### src/rtl/wf_issue_arbiter_pkg.sv
// rtl/wf_issue_arbiter_pkg.sv - shared constants and state encoding for the wavefront issue arbiter
package wf_issue_arbiter_pkg;

   localparam int NUM_REQ = 40;
   localparam int ID_W    = 6;

   typedef enum logic {
      ARB_IDLE  = 1'b0,
      ARB_OFFER = 1'b1
   } arb_state_e;

endpackage

### src/rtl/arb_lowest_one.sv
// rtl/arb_lowest_one.sv - combinational lowest-set-bit finder returning index and any flag
import wf_issue_arbiter_pkg::*;

module arb_lowest_one (
   input  logic [NUM_REQ-1:0] vec,
   output logic [ID_W-1:0]    idx,
   output logic               any
);

   // Scan from the top so the lowest set bit is the last write.
   always_comb begin
      idx = '0;
      for (int i = NUM_REQ - 1; i >= 0; i--) begin
         if (vec[i]) idx = ID_W'(i);
      end
   end

   assign any = |vec;

endmodule

### src/rtl/wf_issue_arbiter.sv
// rtl/wf_issue_arbiter.sv - round-robin issue arbiter, 40 requesters; perf counters under WF_ARB_PERF_CNT_EN
import wf_issue_arbiter_pkg::*;

module wf_issue_arbiter (
   input  logic               clk,
   input  logic               rst,
   input  logic [NUM_REQ-1:0] req,
   input  logic               flush,
   input  logic               issue_ready,
   output logic               gnt_valid,
   output logic [ID_W-1:0]    gnt_id,
   output logic [NUM_REQ-1:0] gnt_onehot,
   output logic [31:0]        perf_gnt_cnt,
   output logic [31:0]        perf_stall_cnt
);

   arb_state_e         state_q, state_d;
   logic [ID_W-1:0]    last_ptr_q, last_ptr_d;
   logic [ID_W-1:0]    gnt_id_q, gnt_id_d;
   logic [NUM_REQ-1:0] onehot_q, onehot_d;

   logic               accept;
   logic [ID_W-1:0]    base_ptr;
   logic [NUM_REQ-1:0] cand, hi_mask;
   logic [ID_W-1:0]    masked_idx, raw_idx, pick;
   logic               masked_any, raw_any;

   assign gnt_valid  = (state_q == ARB_OFFER);
   assign gnt_id     = gnt_id_q;
   assign gnt_onehot = onehot_q;
   assign accept     = gnt_valid & issue_ready;

   // On accept the search restarts just past the granted slot, excluding it.
   assign base_ptr = accept ? gnt_id_q : last_ptr_q;
   assign cand     = accept ? (req & ~onehot_q) : req;

   always_comb begin
      hi_mask = '0;
      for (int i = 0; i < NUM_REQ; i++) begin
         hi_mask[i] = (i > int'(base_ptr));
      end
   end

   arb_lowest_one u_masked (.vec(cand & hi_mask), .idx(masked_idx), .any(masked_any));
   arb_lowest_one u_raw    (.vec(cand),           .idx(raw_idx),    .any(raw_any));

   assign pick = masked_any ? masked_idx : raw_idx;

   always_comb begin
      state_d    = state_q;
      last_ptr_d = last_ptr_q;
      gnt_id_d   = gnt_id_q;
      onehot_d   = onehot_q;
      if (flush) begin
         state_d  = ARB_IDLE;
         gnt_id_d = '0;
         onehot_d = '0;
      end else begin
         case (state_q)
            ARB_IDLE: begin
               if (raw_any) begin
                  state_d  = ARB_OFFER;
                  gnt_id_d = pick;
                  onehot_d = {{(NUM_REQ-1){1'b0}}, 1'b1} << pick;
               end
            end
            ARB_OFFER: begin
               if (accept) begin
                  last_ptr_d = gnt_id_q;
                  if (raw_any) begin
                     gnt_id_d = pick;
                     onehot_d = {{(NUM_REQ-1){1'b0}}, 1'b1} << pick;
                  end else begin
                     state_d  = ARB_IDLE;
                     gnt_id_d = '0;
                     onehot_d = '0;
                  end
               end
            end
            default: state_d = ARB_IDLE;
         endcase
      end
   end

   always_ff @(posedge clk) begin
      if (rst) begin
         state_q    <= ARB_IDLE;
         last_ptr_q <= ID_W'(NUM_REQ - 1);
         gnt_id_q   <= '0;
         onehot_q   <= '0;
      end else begin
         state_q    <= state_d;
         last_ptr_q <= last_ptr_d;
         gnt_id_q   <= gnt_id_d;
         onehot_q   <= onehot_d;
      end
   end

`ifdef WF_ARB_PERF_CNT_EN
   logic [31:0] gnt_cnt_q, stall_cnt_q;

   // A flushed offer is dropped, so it never counts as an accepted grant.
   always_ff @(posedge clk) begin
      if (rst) begin
         gnt_cnt_q   <= '0;
         stall_cnt_q <= '0;
      end else begin
         if (accept && !flush && gnt_cnt_q != 32'hFFFF_FFFF)
            gnt_cnt_q <= gnt_cnt_q + 32'd1;
         if (gnt_valid && !issue_ready && stall_cnt_q != 32'hFFFF_FFFF)
            stall_cnt_q <= stall_cnt_q + 32'd1;
      end
   end

   assign perf_gnt_cnt   = gnt_cnt_q;
   assign perf_stall_cnt = stall_cnt_q;
`else
   assign perf_gnt_cnt   = 32'd0;
   assign perf_stall_cnt = 32'd0;
`endif

endmodule

### config.mk
export PLATFORM = sky130hd
export DESIGN_NAME = wf_issue_arbiter
export DESIGN_NICKNAME = d
export VERILOG_FILES = /design/src/rtl/wf_issue_arbiter_pkg.sv /design/src/rtl/arb_lowest_one.sv /design/src/rtl/wf_issue_arbiter.sv
export SDC_FILE = /design/constraint.sdc
export NUM_CORES = 1
export LEC_CHECK = 0
export CORE_ASPECT_RATIO = 1.25
export CORE_MARGIN = 3
export CORE_UTILIZATION = 45
export DETAILED_ROUTE_END_ITERATION = 16
export PLACE_DENSITY = 0.77
export SETUP_SLACK_MARGIN = 0.02
export SYNTH_ARGS = -nofsm -noshare
export SYNTH_HDL_FRONTEND = slang
export SYNTH_SLANG_ARGS = --single-unit
### constraint.sdc
create_clock -name clk -period 11.8 [get_ports clk]
set_input_delay 3.54 -clock clk [delete_from_list [all_inputs] [get_ports clk]]
set_output_delay 3.54 -clock clk [all_outputs]
set_load 0.02 [all_outputs]
==> out/summary.md, run 1 <==
The flow ran to the end, and the final reports show no timing, DRC or antenna violations. The total negative slack for setup checks was 0 ns; the clock-pin slew reported for the worst setup and hold paths after clock tree synthesis was 0.07 ns. The remaining antenna violation count was 0. Total number of vias: 5917.

The worst pin sits at a relative slew slack of 13.2%. The logs give 127 MHz for the achievable clock frequency and 2 for the worst-case clock buffer depth. sky130_fd_sc_hd__buf_4 is the most common cell in the netlist. The number of port buffers came out at 90. Setup repair after global routing left no endpoint under its margin. The number of clock sinks came out at 53. Routability-driven placement finished with a final weighted congestion of 1.01.

Of all cell types, the one taking the most synthesized area is sky130_fd_sc_hd__dfxtp_1. The die covers 12800 µm². The count of final max-slew check failures is 0, and the delay of the slowest cell on the worst path is 0.75 ns.

The run gives 155 as the number of top-level design ports. Max-cap violations in this run came to 0. Post-cts gate resize count: 0. After synthesis, the share of flip-flops with an asynchronous set or reset is 0%. The number of buffers inserted for hold repair after clock tree synthesis was 0; the proportion of layout cells with a drive suffix above 1 was 6.77%. CTS placed an instance of sky130_fd_sc_hd__clkbuf_16 at the clock tree root. Of all nets on the critical path, the largest fanout is 36. The depth of the worst register-to-register path was 11. TritonCTS built the clock tree. Once the floorplan was initialized, standard cells occupied 46.3% of the core. The largest net degree at the start of global routing is 70, and the total power draw is 0.000583 W.

Global routing used 28.7% of the available tracks across all layers. In this design, the largest share of critical-path delay is due to compound AO/OA/AOI/OAI gates. The critical path goes through buf_2, buf_4, nand2_1, o21ai_0, o311ai_0, a311oi_1, o31ai_1, a41oi_1, nand2b_1, nand2_1, o22ai_1, a32o_1. The total count of hold-check failures in the final report was 0. The setup path with the least slack is of type in2reg.

The logs give 5209 for the via count of the first global-routing pass and 0 for the count of warnings emitted by yosys. The setup slack of the most critical reg-to-reg path is 7.09 ns. In this run the critical register-to-register path is captured at gnt_onehot[24]$_SDFFE_PP0P_.

The most numerous cell type found on the critical path is sky130_fd_sc_hd__nand2_1. Measured along the x axis, the die boundary spans 102 µm. The run gives 0 as the initial antenna violation count. In this run the worst hold path is classified as reg2reg.

Sorting the synthesized cells by area gives the leading types as sky130_fd_sc_hd__dfxtp_1 20%, sky130_fd_sc_hd__buf_4 10%, sky130_fd_sc_hd__a32o_1 8.3%. The first detailed-routing pass ran for 8 iterations. The netlist uses 89 different library cells. The cell area after technology mapping was 5180 µm²; the critical path arrival was 8.11 ns.

The synthesized area divided by synthesized cell count is 7.76 µm². The buffers inserted during post-CTS setup optimization was 0. The initialized floorplan defines 43 standard-cell rows. In the routed design, unresolved DRC markers number 0. Setup violations remaining at the end of the flow were counted as 0. At the worst endpoint, the required time is 12.04 ns. Iteration-0 DRC count of the detailed router: 794.

The routed design has 19300 µm of wire. Of the post-synthesis cell area, the dominant cell type holds 20.5%. The antenna diode count is 0, and the worst hold path cell count is 1.

The run gives 5 as the CTS buffer count. Sequential-to-total area share from yosys stat: 20.5%. For this run, the leading register cell type out of synthesis is sky130_fd_sc_hd__dfxtp_1.

The via-per-instance ratio works out to 6.89. Following the worst setup path forward leads to its endpoint at gnt_onehot[24]$_SDFFE_PP0P_. The startpoint type of the worst setup path is an input pin. The number of buffer and inverter stages on the critical path is 2. The latest clock arrival within the worst-skew pair came out at 0.30 ns. The worst-case IR drop observed on VDD is 120 µV. In this run the static leakage power is 2.15 nW.

The worst clock skew on the final layout came out at 0.0137 ns. By count the netlist is led by 72 x sky130_fd_sc_hd__buf_4, 59 x sky130_fd_sc_hd__nand2_1, 53 x sky130_fd_sc_hd__dfxtp_1. STA classifies the critical path endpoint as a register.

In this run the power density over the cells is 99.1 nW/µm². The area added between synthesis and finish is 13.6%, and the number of synthesized register bits is 53. For this run, the post-layout net count is 767. For this run the aggregate overflow at the end of global routing stands at 0. The worst path needs 7.88 ns of the cycle, external delays included.

The slowest stage of the critical path is the sky130_fd_sc_hd__o21ai_0 cell. The cell count after synthesis was 667; the number of levels the H-tree was split into was 2. Detailed placement finished with a half-perimeter wire length of 14900 µm.

The first global-routing pass estimated 28800 µm of wire. The worst register-to-register path begins at gnt_valid$_SDFF_PP0_. The critical path runs through a total of 12 cells.

In the final routed layout, each cell accounts on average for 22.5 µm. The synthesized design contains 0 enable-type register cells. The core region is 11200 µm².

The critical path starts at issue_ready. Pin slew with the least headroom to its limit: 1.29 ns. The run gives 1104 as the filler cell count.

The part of the cycle the worst path needs was 66.8%; the die outline height was 126 µm.
[metal layers]
metal	GRT usage [%]	share of wire (%)	up-vias
met4	15.4	5.6	0
met3	4.82	9.3	86
li1	-	-	2582
met1	36.5	38	2804
met5	0	0	-
met2	46.0	47	445
[kinds of logic after synthesis]
logic type | Yosys count | share of synthesized area (%)
multiplexers | 3 | 0.701
AO/OA/AOI/OAI | 234 | 35.3
flip-flops | 53 | 20.5
AND/OR/NAND/NOR | 253 | 27.4
other | 1 | 0.0724
buffers and inverters | 123 | 16.0
[registers in the layout (all words and copies together), names as in the netlist]
register and flops:
gnt_valid 1, gnt_onehot 40, gnt_id 6, last_ptr_q 6
[layout make-up]
class | count | area, µm² | area share [%]
multi-input combinational | 554 | 3530 | 60.0
sequential | 53 | 1060 | 18.1
timing repair buffer | 93 | 918 | 15.6
tap | 135 | 169 | 2.87
clock buffer | 6 | 129 | 2.19
inverter | 16 | 60.1 | 1.02
clock inverter | 2 | 15.0 | 0.255
[how the worst min path moves through the flow]
stage,start,end
final,gnt_onehot[34]$_SDFFE_PP0P_,gnt_onehot[34]$_SDFFE_PP0P_
after global routing,gnt_onehot[12]$_SDFFE_PP0P_,gnt_onehot[12]$_SDFFE_PP0P_
after CTS,gnt_onehot[34]$_SDFFE_PP0P_,gnt_onehot[34]$_SDFFE_PP0P_
after detailed placement,gnt_onehot[28]$_SDFFE_PP0P_,gnt_onehot[28]$_SDFFE_PP0P_
after global placement,gnt_onehot[3]$_SDFFE_PP0P_,gnt_onehot[3]$_SDFFE_PP0P_
after floorplan,last_ptr_q[3]$_SDFFE_PP0P_,last_ptr_q[3]$_SDFFE_PP0P_
[power breakdown]
group          total, W  leakage (nW)  switching (W)  internal [W]
registers      0.000196         0.429      0.0000112      0.000185
logic          0.000237          1.66       0.000161     0.0000767
clock network  0.000150        0.0631      0.0000708     0.0000790
[placed cells by master, fill, tap and decap left out, types with 5 or more instances in the layout]
master and instances:
sky130_fd_sc_hd__nand3_1 46, sky130_fd_sc_hd__conb_1 64, sky130_fd_sc_hd__a32o_1 43, sky130_fd_sc_hd__a211oi_1 12, sky130_fd_sc_hd__dfxtp_1 52, sky130_fd_sc_hd__a21oi_1 26, sky130_fd_sc_hd__nand4b_1 7, sky130_fd_sc_hd__a211o_1 8
sky130_fd_sc_hd__nor3_1 15, sky130_fd_sc_hd__a31oi_1 13, sky130_fd_sc_hd__nor2_1 36, sky130_fd_sc_hd__nand2b_1 9, sky130_fd_sc_hd__inv_1 16, sky130_fd_sc_hd__clkdlybuf4s50_1 89, sky130_fd_sc_hd__or3_1 6, sky130_fd_sc_hd__a22oi_1 11
sky130_fd_sc_hd__nand4_1 13, sky130_fd_sc_hd__clkbuf_16 5, sky130_fd_sc_hd__nand2_1 59, sky130_fd_sc_hd__a21o_1 5, sky130_fd_sc_hd__o211ai_1 7, sky130_fd_sc_hd__a21boi_0 5, sky130_fd_sc_hd__o21ai_0 26, sky130_fd_sc_hd__and2_1 18
sky130_fd_sc_hd__o21ai_1 10
[worst register-to-register path, stage by stage (launching register included)]
cell and delay (ns):
sky130_fd_sc_hd__dfxtp_2 0.33, sky130_fd_sc_hd__buf_4 0.55, sky130_fd_sc_hd__nand2_1 0.65, sky130_fd_sc_hd__o21ai_0 0.75, sky130_fd_sc_hd__o311ai_0 0.27, sky130_fd_sc_hd__a311oi_1 0.34, sky130_fd_sc_hd__o31ai_1 0.17, sky130_fd_sc_hd__a41oi_1 0.34
sky130_fd_sc_hd__nand2b_1 0.20, sky130_fd_sc_hd__nand2_1 0.07, sky130_fd_sc_hd__o22ai_1 0.68, sky130_fd_sc_hd__a32o_1 0.29
[through the flow]
step	hold WS, ns	std cells	area, µm²	util, %	worst slack, ns
floorplan	0.507	730	5410	-	5.42
global placement	0.479	851	5740	51.3	3.99
detailed placement	0.489	851	5740	51.3	3.83
CTS	0.512	859	5880	52.6	4.13
global route	0.532	859	5880	52.6	3.62
finish	0.518	859	5880	52.6	3.92
No activity file was read; power rests on OpenSTA's default activity.
==> inputs of run 2 (changes only) <==
==> constraint.sdc (replaced) <==
create_clock -name clk -period 8.05 [get_ports clk]
set_input_delay 2.415 -clock clk [delete_from_list [all_inputs] [get_ports clk]]
set_output_delay 2.415 -clock clk [all_outputs]
set_load 0.02 [all_outputs]
==> out/summary.md, run 2 (same netlist as run 1, synthesis figures left out) <==
The number of buffer and inverter stages on the critical path is 1 (-1), and the largest net degree at the start of global routing is 49 (-30%). The run gives 29500 µm (+2.2%) as the first-pass GRT wire length. The critical path is of the in2reg type. The cell with the biggest individual delay on the critical path is sky130_fd_sc_hd__buf_2. The run finished with clean final reports. The signal on the critical path passes through buf_2, nand2_1, o21ai_1, nor3_1, a211oi_1, a21bo_2, or3_1, a211oi_1, and2_1, nor2b_1, a32o_1.

Power density normalized to cell area: 150 nW/µm² (+52%). The number of nets in the layout is 768 (+0.13%). The post-detailed-routing wire length was 19300 µm (about the same); the final-report setup violation count was 0 (unchanged).

The buffers inserted during post-CTS setup optimization is 0 (unchanged). The number of standard-cell rows in the floorplan was 43 (unchanged). The count of final max-slew check failures was 0 (unchanged). The part of the cycle the worst path needs is 80.6%, and the post-cts gate resize count is 0 (unchanged). The total overflow reported by the global router came out at 0 (unchanged). The run gives 1057 (-4.3%) as the filler cell count. The tools report the startpoint type of the worst setup path as an input pin. The cell family with the largest share of critical-path delay was compound AO/OA/AOI/OAI gates. The remaining antenna violation count was 0 (unchanged); the die outline height was 126 µm (unchanged). The routed metal-1 wire length came out at 7580 µm (+4.0%).

The logs give 8.29 ns (-3.75 ns) for the critical path data required time and 123 µV (+2.1%) for the maximum ir drop on the vdd rail. The flip-flop count of the largest register, all copies and words added came out at 40 (unchanged). The library cells used most frequently in the layout, excluding fill and tap cells, are 89 x sky130_fd_sc_hd__clkdlybuf4s50_1, 64 x sky130_fd_sc_hd__conb_1, 59 x sky130_fd_sc_hd__nand2_1.

Area added between synthesis and finish: 14.2%. CTS buffer count: 5 (unchanged). For the via count of the first global-routing pass, the log shows 5270 (+1.2%). Signal routing reaches up to met4.

The register cell area after layout was 1060 µm² (unchanged); the pre-CTS setup slack was 1.49 ns (-2.34 ns). The total track usage came out at 29.4% (+0.68 points). Leaving out fill and tap cells, the most frequent cell in the layout is sky130_fd_sc_hd__clkdlybuf4s50_1. The critical path arrival was 6.73 ns (-1.38 ns); the latest clock arrival within the worst-skew pair was 0.30 ns (about the same). The number of levels the H-tree was split into was 2 (unchanged); the via-per-instance ratio was 6.74 (-2.1%). The initial antenna violation count is 0 (unchanged). The achievable clock frequency is 154 MHz.

In this run the clock root is driven by a sky130_fd_sc_hd__clkbuf_16. The core utilization of the finished layout was 52.8% (+0.28 points); the iteration-0 DRC count of the detailed router was 632 (-20%). The run gives 5910 µm² (+0.53%) as the post-route cell area. The logs give 53 (unchanged) for the number of clock sinks and 2.17 nW (+1.1%) for the leakage power figure. The proportion of layout cells with a drive suffix above 1 works out to 6.90% (+0.13 points). Multi-input gate area in the final layout: 3530 µm² (unchanged). The antenna diode count is 0 (unchanged).

The mean routed wirelength per cell came out at 22.5 µm (-0.19%). The min-delay analysis places its worst path in the category reg2reg. Setup repair after global routing left no endpoint under its margin. The DRC violation count after routing came out at 0 (unchanged). Delay of the slowest cell on the worst path: 0.61 ns (-0.14 ns). The area of the die came out at 12800 µm² (unchanged). The tools report the total number of vias as 5800 (-2.0%). The logs give 1.56 ns (-2.36 ns) for the post-route worst setup slack and 0 (unchanged) for the reported max-cap violation count. The most numerous cell type found on the critical path is sky130_fd_sc_hd__a211oi_1.

The maximum net fanout on the critical path is 41 (+14%), and the number of top-level design ports is 155 (unchanged). The total negative slack for setup checks was 0 ns (unchanged); the pin slew with the least headroom to its limit was 0.884 ns (-0.411 ns). The width of the die works out to 102 µm (unchanged).

For the initial core utilization, the log shows 46.3% (unchanged). The number of detailed-route iterations in the first pass was 6 (-2). The worst setup path is captured at a register.

For the placed cell area, the log shows 5750 µm² (+0.13%). The run gives 9170 µm (about the same) as the wire length on met2. The run gives 40.7% (+27 points) as the worst-case headroom to the max-slew limit.

The final weighted congestion of routability-driven global placement was 0.976 (-3.3%); the area of the placeable core was 11200 µm² (unchanged). The routed design could run at a clock period as short as 6.49 ns. The tools report the total count of hold-check failures in the final report as 0 (unchanged). The clock-pin slew reported for the worst setup and hold paths after clock tree synthesis came out at 0.07 ns (about the same).

The worst-case clock buffer depth was 2 (unchanged). TritonCTS built the clock tree. The number of port buffers was 90 (unchanged).

The run gives 0.0155 ns (+0.00179 ns) as the worst clock skew on the final layout. The logs give 1740 µm (-3.5%) for the wire length on met3 and 15300 µm (+2.5%) for the final HPWL from detailed placement. The tools report the number of buffers inserted for hold repair after clock tree synthesis as 0 (unchanged).
## run 2: cell types whose count changed in the layout (fill, tap and decap cells not counted), sizes merged
cell,delta
clkinvlp,-2
buf,+1
bufinv,+1
clkinv,+1
## run 2: layout make-up
type,count,share of cell area (%)
clock buffers,6,2.18
clock inverters,2,0.656
inverters,16,1.02
multi-input cells,554,59.7
flip-flops and latches,53,18.0
well taps,135,2.86
repair buffers,94,15.7
## run 2: layer usage
layer	global-route usage, %	up-vias
li1	-	2585
met1	39.0	2738
met2	47.9	418
met3	3.60	59
met4	12.4	0
met5	0	-
## run 2: path summary, 6_finish.rpt
check	to	from	slack (ns)	cells past startpoint
worst max-delay path	gnt_onehot[30]$_SDFFE_PP0P_	issue_ready	1.56	11
worst min-delay path	gnt_onehot[34]$_SDFFE_PP0P_	gnt_onehot[34]$_SDFFE_PP0P_	0.51	1
worst max register to register	gnt_onehot[30]$_SDFFE_PP0P_	gnt_valid$_SDFF_PP0_	3.49	11
worst min register to register	gnt_onehot[34]$_SDFFE_PP0P_	gnt_onehot[34]$_SDFFE_PP0P_	0.51	1
## run 2: where the power goes
group	switching [W]	internal [W]	total [W]
clock network	0.000103	0.000148	0.000250
registers	0.0000171	0.000271	0.000288
logic	0.000236	0.000114	0.000351
total	0.000356	0.000533	0.000889
## run 2: stage by stage
stage | instances | hold WS (ns) | power [W]
floorplan | 730 | 0.507 | 0.000555
global placement | 852 | 0.482 | 0.000631
detailed placement | 852 | 0.488 | 0.000632
CTS | 860 | 0.510 | 0.000879
global route | 860 | 0.532 | 0.000922
finish | 860 | 0.514 | 0.000889
==> inputs of run 3 (changes only) <==
==> constraint.sdc (replaced) <==
create_clock -name clk -period 6.45 [get_ports clk]
set_input_delay 1.935 -clock clk [delete_from_list [all_inputs] [get_ports clk]]
set_output_delay 1.935 -clock clk [all_outputs]
set_load 0.02 [all_outputs]
==> out/summary.md, run 3 (same netlist as run 1, synthesis figures left out) <==
For the DRC violation count after routing, the log shows 0 (unchanged). The logs give 615 (-2.7%) for the iteration-0 DRC count of the detailed router and 5 (unchanged) for the CTS buffer count. The flow ran to the end, and the final reports show no timing, DRC or antenna violations. The number of detailed-route iterations in the first pass was 5 (-1).

The run gives 0.0168 ns (+0.00133 ns) as the worst clock skew on the final layout. STA classifies the critical path endpoint as a register. The number of top-level design ports is 155 (unchanged), and the width of the die is 102 µm (unchanged). For the multi-input gate area in the final layout, the log shows 3530 µm² (unchanged). The pin slew with the least headroom to its limit works out to 1.30 ns (+0.414 ns). The tools report the root buffer cell as sky130_fd_sc_hd__clkbuf_16. The total overflow reported by the global router was 0 (unchanged).

The total negative slack for setup checks was 0 ns (unchanged); the total count of hold-check failures in the final report was 0 (unchanged). The die outline height is 126 µm (unchanged), and the first-pass GRT wire length is 29900 µm (+1.4%). The logs give 5.86 ns (-0.87 ns) for the critical path arrival and 0 (unchanged) for the post-cts gate resize count. The total track usage is 29.9% (+0.47 points).

The post-detailed-routing wire length was 19800 µm (+2.4%); the worst-case headroom to the max-slew limit was 13.0% (-28 points). Walking the worst path, the cells encountered are buf_2, buf_4, a211oi_1, a21oi_1, o21ai_1, o211ai_1, a21oi_1, or4_4, o21ai_2, a21oi_1, nor3_2, a32o_1. The number of standard-cell rows in the floorplan came out at 43 (unchanged). Setup repair after global routing left no endpoint under its margin. The via-per-instance ratio is 6.68 (-0.93%), and the leakage power figure is 2.20 nW (+1.4%). Timing would allow up to 178 MHz.

The proportion of layout cells with a drive suffix above 1 is 7.92% (+1.0 points). The tools report the remaining antenna violation count as 0 (unchanged). The register cell area after layout was 1060 µm² (unchanged); the maximum net fanout on the critical path was 22 (-46%).

The delay of the slowest cell on the worst path was 1.08 ns (+0.47 ns); the largest net degree at the start of global routing was 42 (-14%). The run gives 53 (unchanged) as the number of clock sinks. The tools report the count of final max-slew check failures as 0 (unchanged). The final HPWL from detailed placement is 15700 µm (+2.4%), and the number of placed instances, taps included is 859 (+0.82%). The area of the placeable core is 11200 µm² (unchanged), and the filler cell count is 1079 (+2.1%). The area of the die was 12800 µm² (unchanged).

The worst setup path is of the in2reg kind. Mean routed wirelength per cell: 22.8 µm (+1.6%). The worst-case clock buffer depth is 2 (unchanged), and the final critical-path required period is 5.62 ns. The number of buffers inserted for hold repair after clock tree synthesis was 0 (unchanged).

The final weighted congestion of routability-driven global placement is 0.979 (+0.28%). The min-delay analysis places its worst path in the category reg2reg. The critical path data required time is 6.68 ns (-1.61 ns). The power density normalized to cell area is 185 nW/µm² (+23%), and the final-report setup violation count is 0 (unchanged). The cell that appears most often on the critical path is sky130_fd_sc_hd__a21oi_1. The tools report the initial core utilization as 46.3% (unchanged). The flip-flop count of the largest register, all copies and words added works out to 40 (unchanged). Leaving out fill and tap cells, the most frequent cell in the layout is sky130_fd_sc_hd__clkdlybuf4s50_1.

The number of nets in the layout came out at 775 (+0.91%). The tools report the via count of the first global-routing pass as 5358 (+1.7%). The clock-pin slew reported for the worst setup and hold paths after clock tree synthesis works out to 0.07 ns (about the same). For the initial antenna violation count, the log shows 0 (unchanged). The kind of cell with the highest combined delay along the critical path is compound AO/OA/AOI/OAI gates. Number of buffer and inverter stages on the critical path: 2 (+1). The slowest stage of the critical path belongs to the cell sky130_fd_sc_hd__nor3_2.

Number of levels the H-tree was split into: 2 (unchanged). The post-route non-filler standard cell count is 867 (+0.81%), and the area added between synthesis and finish is 15.0%. Setup slack of the most critical reg-to-reg path: 1.78 ns (-1.71 ns).

The tools report the buffers inserted during post-CTS setup optimization as 0 (unchanged). TritonCTS built the clock tree. The part of the cycle the worst path needs came out at 87.2%. The total number of vias is 5793 (-0.12%), and the reported max-cap violation count is 0 (unchanged).

The maximum ir drop on the vdd rail is 126 µV (+2.7%). The number of port buffers came out at 90 (unchanged). The antenna diode count was 0 (unchanged). Latest clock arrival within the worst-skew pair: 0.31 ns (about the same).

The worst setup path is launched from an input pin. In the layout the commonest cells are 89 x sky130_fd_sc_hd__clkdlybuf4s50_1, 64 x sky130_fd_sc_hd__conb_1, 59 x sky130_fd_sc_hd__nand2_1.
## run 3: stage by stage
stage | power [W] | util, % | hold slack (ns) | setup WS [ns] | cell area, µm²
final | 0.00110 | 53.2 | 0.507 | 0.825 | 5950
after global placement | 0.000796 | 51.8 | 0.474 | 0.678 | 5800
after global routing | 0.00115 | 53.2 | 0.522 | 0.529 | 5950
after floorplan | 0.000692 | - | 0.507 | 1.68 | 5410
after detailed placement | 0.000798 | 51.8 | 0.486 | 0.628 | 5800
after CTS | 0.00109 | 53.2 | 0.512 | 0.928 | 5950
## run 3: worst register-to-register path, delay by kind of cell (launching register included)
kind | cells | cell delay, ns
AO/OA/AOI/OAI | 5 | 1.95
flip-flops | 1 | 0.82
AND/OR/NAND/NOR | 5 | 1.84
## run 3: worst paths after layout
kind,from,to,cells after the start
max,issue_ready,gnt_onehot[12]$_SDFFE_PP0P_,12
min,gnt_onehot[3]$_SDFFE_PP0P_,gnt_onehot[3]$_SDFFE_PP0P_,1
max reg2reg,gnt_valid$_SDFF_PP0_,gnt_onehot[28]$_SDFFE_PP0P_,10
min reg2reg,gnt_onehot[3]$_SDFFE_PP0P_,gnt_onehot[3]$_SDFFE_PP0P_,1
## run 3: layer usage
metal  vias up  global-route usage, %  share of wire (%)
met5         -                      0                  0
met4         0                   12.9                4.4
met3        59                   2.49                8.6
met2       372                   50.0                 48
met1      2767                   39.0                 39
li1       2595                      -                  -
## run 3: layout make-up
cell class / instances / area share, %
Clock buffer: 6 / 2.33
Clock inverter: 2 / 0.294
Inverter: 16 / 1.01
Multi-Input combinational cell: 554 / 59.3
Sequential cell: 53 / 17.8
Tap cell: 135 / 2.84
Timing Repair Buffer: 101 / 16.4
## run 3: where the power goes
group | total [W] | internal [W] | switching, W
clock | 0.000297 | 0.000157 | 0.000139
combinational | 0.000442 | 0.000149 | 0.000293
sequential | 0.000362 | 0.000338 | 0.0000245
